$ cat config.mk
export PLATFORM = sky130hd
export DESIGN_NAME = name_hash_stream
export DESIGN_NICKNAME = d
export VERILOG_FILES = /design/src/rtl/name_hash_stream.sv
export SDC_FILE = /design/constraint.sdc
export NUM_CORES = 1
export LEC_CHECK = 0
export BUFFER_PORTS_ARGS = -buffer_cell sky130_fd_sc_hd__buf_2
export CORE_UTILIZATION = 50
export DETAILED_ROUTE_END_ITERATION = 8
export GPL_ROUTABILITY_DRIVEN = 0
export HOLD_SLACK_MARGIN = 0.02
export PLACE_DENSITY = 0.73
export SLEW_MARGIN = 10
export SYNTH_ARGS = -nofsm -noshare
export SYNTH_HDL_FRONTEND = slang
export SYNTH_SLANG_ARGS = --single-unit
export TNS_END_PERCENT = 5
$ cat constraint.sdc
create_clock -name clk -period 2.9 [get_ports clk]
set_input_delay 0.58 -clock clk [delete_from_list [all_inputs] [get_ports clk]]
set_output_delay 0.58 -clock clk [all_outputs]
set_load 0.02 [all_outputs]
$ cat src/rtl/name_hash_stream.sv
// Streaming NDN name hash: rotate-XOR accumulates DATA_W-bit words and folds the
// accumulator into a HASH_W-bit table index held in a one-deep output register.
module name_hash_stream #(
  parameter int                DATA_W    = 64,
  parameter int                HASH_W    = 10,
  parameter int                MAX_WORDS = 8,
  parameter int                ROT       = 5,
  parameter logic [DATA_W-1:0] SEED      = '0,
  localparam int               LEN_W     = $clog2(MAX_WORDS+1)
) (
  input  logic              clk,
  input  logic              rst,
  input  logic              in_valid,
  output logic              in_ready,
  input  logic [DATA_W-1:0] in_data,
  input  logic              in_last,
  output logic              hash_valid,
  input  logic              hash_ready,
  output logic [HASH_W-1:0] hash,
  output logic [LEN_W-1:0]  hash_len,
  output logic              hash_err
);

  localparam int NSL = (DATA_W + HASH_W - 1) / HASH_W;

  // Top partial slice is zero-extended by padding to a whole number of slices.
  function automatic logic [HASH_W-1:0] fold(input logic [DATA_W-1:0] v);
    logic [NSL*HASH_W-1:0] ext;
    logic [HASH_W-1:0]     f;
    ext = '0;
    ext[DATA_W-1:0] = v;
    f = '0;
    for (int i = 0; i < NSL; i++) f ^= ext[i*HASH_W +: HASH_W];
    return f;
  endfunction

  logic [DATA_W-1:0] acc_q, acc_d, acc_nx;
  logic [LEN_W-1:0]  cnt_q, cnt_d, cnt_nx;
  logic              ovf_q, ovf_d, ovf_nx;
  logic [HASH_W-1:0] hash_q, hash_d;
  logic [LEN_W-1:0]  len_q, len_d;
  logic              err_q, err_d;
  logic              hv_q, hv_d;
  logic              rdy_en_q;
  logic              at_max, in_xfer, out_xfer;

  // rdy_en_q keeps in_ready low throughout reset even though the output is empty.
  assign in_ready = rdy_en_q & (~hv_q | hash_ready);
  assign in_xfer  = in_valid & in_ready;
  assign out_xfer = hv_q & hash_ready;

  assign at_max = (cnt_q == LEN_W'(MAX_WORDS));
  assign acc_nx = {acc_q[DATA_W-1-ROT:0], acc_q[DATA_W-1:DATA_W-ROT]} ^ in_data;
  assign cnt_nx = at_max ? cnt_q : cnt_q + LEN_W'(1);
  assign ovf_nx = ovf_q | at_max;

  always_comb begin
    acc_d  = acc_q;
    cnt_d  = cnt_q;
    ovf_d  = ovf_q;
    hash_d = hash_q;
    len_d  = len_q;
    err_d  = err_q;
    hv_d   = hv_q;
    if (out_xfer) hv_d = 1'b0;
    if (in_xfer) begin
      if (in_last) begin
        acc_d  = SEED;
        cnt_d  = '0;
        ovf_d  = 1'b0;
        hash_d = fold(acc_nx);
        len_d  = cnt_nx;
        err_d  = ovf_nx;
        hv_d   = 1'b1;
      end else begin
        acc_d = acc_nx;
        cnt_d = cnt_nx;
        ovf_d = ovf_nx;
      end
    end
  end

  always_ff @(posedge clk or negedge rst) begin
    if (!rst) begin
      acc_q    <= SEED;
      cnt_q    <= '0;
      ovf_q    <= 1'b0;
      hash_q   <= '0;
      len_q    <= '0;
      err_q    <= 1'b0;
      hv_q     <= 1'b0;
      rdy_en_q <= 1'b0;
    end else begin
      acc_q    <= acc_d;
      cnt_q    <= cnt_d;
      ovf_q    <= ovf_d;
      hash_q   <= hash_d;
      len_q    <= len_d;
      err_q    <= err_d;
      hv_q     <= hv_d;
      rdy_en_q <= 1'b1;
    end
  end

  assign hash_valid = hv_q;
  assign hash       = hash_q;
  assign hash_len   = len_q;
  assign hash_err   = err_q;

endmodule

Word level (Yosys, flattened, before mapping)
Cells that the tools add are included.
Widths: inputs -> output; s select.
{"block": "classes", "add_sub_neg": 1, "multipliers": 0, "div": 0, "n_lt_le_gt_ge": 0, "eq_ne": 1, "shift": 0, "muxes": 7, "n_bitwise": 13, "reduce_logical": 1}
{"cell": "$mux 64", "count": 1}
{"cell": "$xor 64x64->64", "count": 1}
{"cell": "$xor 10x10->10", "count": 5}
{"cell": "$xor 10x4->10", "count": 1}
{"cell": "$mux 4", "count": 2}
{"cell": "$add 4x1->4 const B", "count": 1}
{"cell": "$eq 4x4->1 const B", "count": 1}
{"cell": "$mux 1", "count": 4}
{"cell": "$and 1x1->1", "count": 3}
{"cell": "$or 1x1->1", "count": 2}
{"cell": "$reduce_and 2->1", "count": 1}
{"cell": "$not 1->1", "count": 1}
{"block": "word_totals", "reg_bits": 86, "latch_bits": 0, "ram_bits": 0, "rom_bits": 0, "inputBits": 69, "output_inout_bits": 17, "elab_cells": 31, "mem_count": 0}

Depth between registers and ports, before layout
{"block": "logic_depth", "depth_word": 7, "depth_mapped": 7}

Worst setup path after synthesis
OpenSTA, ideal clock, no wires.
{"block": "synth_path", "path_kind": "input port to flip-flop", "from": "in in_data[30]", "to": "reg hash_q[0] (netlist: hash[0])", "setup_time_ps": 125, "t_arrival_ps": 1586, "required_time_ps": 2775, "slack_ps": 1189, "stages": 4, "path_buffers": 0, "cell_sequence": "xnor2_1 xnor3_1 xnor3_1 mux2_2"}
{"block": "synth_between", "elab_chain_len": 5}
{"element": "start, declared", "line_no": "15", "rtl": "input logic [DATA_W-1:0] in_data,"}
{"element": "$xor 64x64->64", "line_no": "53", "rtl": "assign acc_nx = {acc_q[DATA_W-1-ROT:0], acc_q[DATA_W-1:DATA_W-ROT]} ^ in_data;"}
{"element": "$xor 10x10->10 (3 in a row)", "line_no": "33", "rtl": "for (int i = 0; i < NSL; i++) f ^= ext[i*HASH_W +: HASH_W];"}
{"element": "$xor 10x4->10", "line_no": "33"}
{"element": "end signal, assigned", "line_no": "97", "rtl": "hash_q <= hash_d;"}
{"element": "end, declared", "line_no": "40", "rtl": "logic [HASH_W-1:0] hash_q, hash_d;"}
No other way between the ends.
A chain may end at the register's enable or synchronous reset.

Worst setup path after layout
{"block": "layout_path", "from": "reg hv_q (netlist: hash_valid)", "to": "out in_ready"}
{"block": "layout_between", "elab_chain_len": 3}
{"element": "start, declared", "line_no": "43", "rtl": "logic hv_q, hv_d;"}
{"element": "start signal, assigned", "line_no": "100", "rtl": "hv_q <= hv_d;"}
{"element": "$not 1->1", "line_no": "48", "rtl": "assign in_ready = rdy_en_q & (~hv_q | hash_ready);"}
{"element": "$or 1x1->1", "line_no": "48"}
{"element": "$and 1x1->1", "line_no": "48"}
{"element": "end, declared", "line_no": "14", "rtl": "output logic in_ready,"}
No other way between the ends.

==> metrics.md <==
| Metric | Value |
|---|---|
| Setup CP Type | `reg -> out` |
| Max VDD drop | `289 uV` |
| Overall power | `roughly 4.4 mW` |
| Critical Path Sink Type | `output port` |
| Relative slew slack | `~52%` |
| WL final | `9430 um` |
| CP Max Fanout | `4` |
| Clock Pin Slew Worst Setup and Hold Paths | `0.08 ns` |
| Site Rows | `34` |
| 1st-pass router iterations | `4` |
| DR DRC count | `0` |
| Mapped Area | `0.00447 mm2` |
| Routed vias | `just over 3000` |
| Initial Utilization | `51.5%` |
| Wire per inst | `15.9 um` |
| Post-Syn Nets | `476` |
| Synth Warn # | `0` |
| Layout cells sized above 1 | `23.6%` |
| Via/cell ratio | `5.21` |
| Mean Syn Cell Area | `11.0 um2` |
| Chip Width | `96.5 um` |
| Final Cycle Share | `between 60% and 70%` |
| Sequential fraction of the synthesis area | `between 40% and 50%` |
| Yosys reg bits | `86` |
| Setup violations, final | `0` |
| DIE AREA | `0.00931 mm2` |
| Port bufs | `85` |
| Setup TNS | `0 ns` |
| Outcome | `completed` |
| Largest net degree at the start of global routing | `137` |
| Core ar. | `0.00868 mm2` |
| Initial antenna violation count | `0` |
| Number of setup buffers added after CTS | `0` |
| CTS tree | `built` |
| P_leak | `2.40 nW` |
| Worst-Margin Slew | `0.716 ns` |
| Critical path launch point type | `register` |
| Worst EP required | `2.32 ns` |
| CTS Buf Count | `9` |
| Unrepaired setup endpoints after global routing | `false` |
| Share of the synthesized area in the top cell type | `48.2%` |
| Main area contributors after synthesis | `dfrtp_1 48%, xnor2_1 15%, o31ai_1 10%, xnor3_1 7.1%, nand2_1 6.7%` |
| Top cell type by total area after synthesis | `dfrtp_1` |
| Synth Instances | `405` |
| Area Growth Syn to Fin | `16.8%` |
| Peak Freq | `545 MHz` |
| PwrDens | `837 mW/mm2` |
| Antenna Violating Nets Remaining | `0` |
| # Max-Cap Violations | `0` |
| Max Slew Vio Count | `0` |
| Post-CTS Resized | `0` |
| Clock period minus final worst setup slack | `between 1.5 and 2 ns` |
| Post-synthesis cell type count | `26` |
| # IOs | `86` |
| Final Util | `60.1%` |
| Worst skew pair latency | `0.35 ns` |
| DIE HEIGHT | `96.5 um` |
| Grt ovf | `0` |
| Vias in the first global route | `between 2000 and 3000` |
| Tot GR Track Use | `a little over a fifth` |
| Clock buffer depth | `2` |
| Clock Skew | `0.00702 ns` |
| Cts hold-fix bufs | `0` |
| DR iter-0 viols | `203` |
| Antenna Cells | `0` |
| Clk sinks | `86` |
| Data arrival, critical path | `between 1 and 1.5 ns` |
| Final #Nets | `551` |
| Htree depth | `3` |
| First-pass GRT wire length | `14800 um` |
| Type of the tightest min-delay check | `in -> async` |
| HPWL Detailed | `between 6000 and 7000 um` |
| Fin. Hold Viols | `0` |
| CTS root buffer | `clkbuf_8` |
[through the flow]
step	area, um2	instances	setup WS, ns	hold slack, ns
global route	5220	592	0.998	0.323
finish	5220	592	1.06	0.270
detailed placement	4990	577	0.844	0.469
global placement	4990	577	0.868	0.463
CTS	5220	592	1.05	0.299
floorplan	4470	405	1.19	0.284
[cells by family (layout without fill, tap and decap cells)]
| group | after synthesis | in the layout | share of synthesized area [%] |
|---|---|---|---|
| compound gates | 82 | 82 | 12.8 |
| xor+xnor | 106 | 106 | 25.8 |
| fa+ha+maj | 2 | 2 | 0.560 |
| buf+inv | 28 | 107 | 2.58 |
| flops | 86 | 86 | 48.2 |
| mux | 6 | 6 | 1.51 |
| other cells | 1 | 1 | 0.0840 |
| simple gates | 94 | 94 | 8.46 |
[synth_stat cells]
| library cell | n |
|---|---|
| nand4_1 | 1 |
| o21ai_0 | 15 |
| o41ai_1 | 2 |
| clkbuf_1 | 15 |
| mux2_2 | 6 |
| nand3_1 | 2 |
| nor2_1 | 4 |
| xnor3_1 | 14 |
| xnor2_1 | 77 |
| dfrtp_1 | 86 |
| inv_1 | 3 |
| conb_1 | 1 |
| and3_1 | 2 |
| xor2_1 | 11 |
| buf_2 | 8 |
| o31ai_1 | 60 |
| ha_1 | 2 |
| nand2b_1 | 3 |
| a22o_1 | 1 |
| a31oi_1 | 1 |
| and3b_1 | 1 |
| a21oi_1 | 3 |
| buf_1 | 2 |
| xnor2_2 | 4 |
| nand2_1 | 80 |
| and2_1 | 1 |
[worst max-delay path: stages (launching register included)]
cell and delay (ns):
dfrtp_1 0.39, nand2b_1 0.18, and2_1 0.17, buf_2 0.16
[routing by layer]
metal	up-vias	part of all wire, %	global-route usage (%)
li1	1532	-	-
met1	1463	49	33.3
met2	83	45	31.7
met3	5	5.3	3.29
met4	0	0.93	7.72
met5	-	0	0
[layout make-up]
type	instances	area (um2)
tap	108	135
fill	749	3460
timing repair buffer	89	483
clock inverter	3	67.6
sequential	86	2150
clock buffer	12	155
multi-input combinational	291	2210
inverter	3	11.3
[registers in the layout, summed over array words and instances (netlist names)]
name and flops:
hash_err 1, ovf_q 1, hash 10, hash_len 4, rdy_en_q 1, cnt_q 4, acc_q 64, hash_valid 1
[path summary, 6_finish.rpt]
| kind | end | cells after the start | startpoint | slack [ns] |
|---|---|---|---|---|
| worst max-delay path | in_ready | 3 | hash_valid | 1.06 |
| worst min-delay path | acc_q[25] | 1 | rst | 0.27 |
| worst max register to register | hash[3] | 4 | acc_q[28] | 1.11 |
| worst min register to register | hash[9] | 2 | hash[9] | 0.48 |
| max in group asynchronous | acc_q[56] | 2 | rst | 1.97 |
| min in group clk | hash[9] | 2 | hash[9] | 0.48 |
[report_power, final]
group	total (mW)	leakage [nW]	internal [mW]	switching, mW
combinational	1.72	1.18	0.894	0.826
sequential	1.70	1.11	1.49	0.205
clock	0.949	0.109	0.528	0.421
total	4.37	2.40	2.91	1.45
[cells in the final DEF, fill, tap and decap left out, types with 2 or more instances in the layout]
master	instances
a21oi_1	3
and3_1	2
buf_12	2
buf_2	84
buf_4	3
bufinv_16	2
clkbuf_8	11
dfrtp_1	86
ha_1	2
inv_1	3
mux2_2	6
nand2_1	80
nand2b_1	3
nor2_1	4
o21ai_0	15
o31ai_1	60
o41ai_1	2
xnor2_1	77
xnor2_2	4
xnor3_1	14
xor2_1	11
Power figures use the tool's default switching activity.
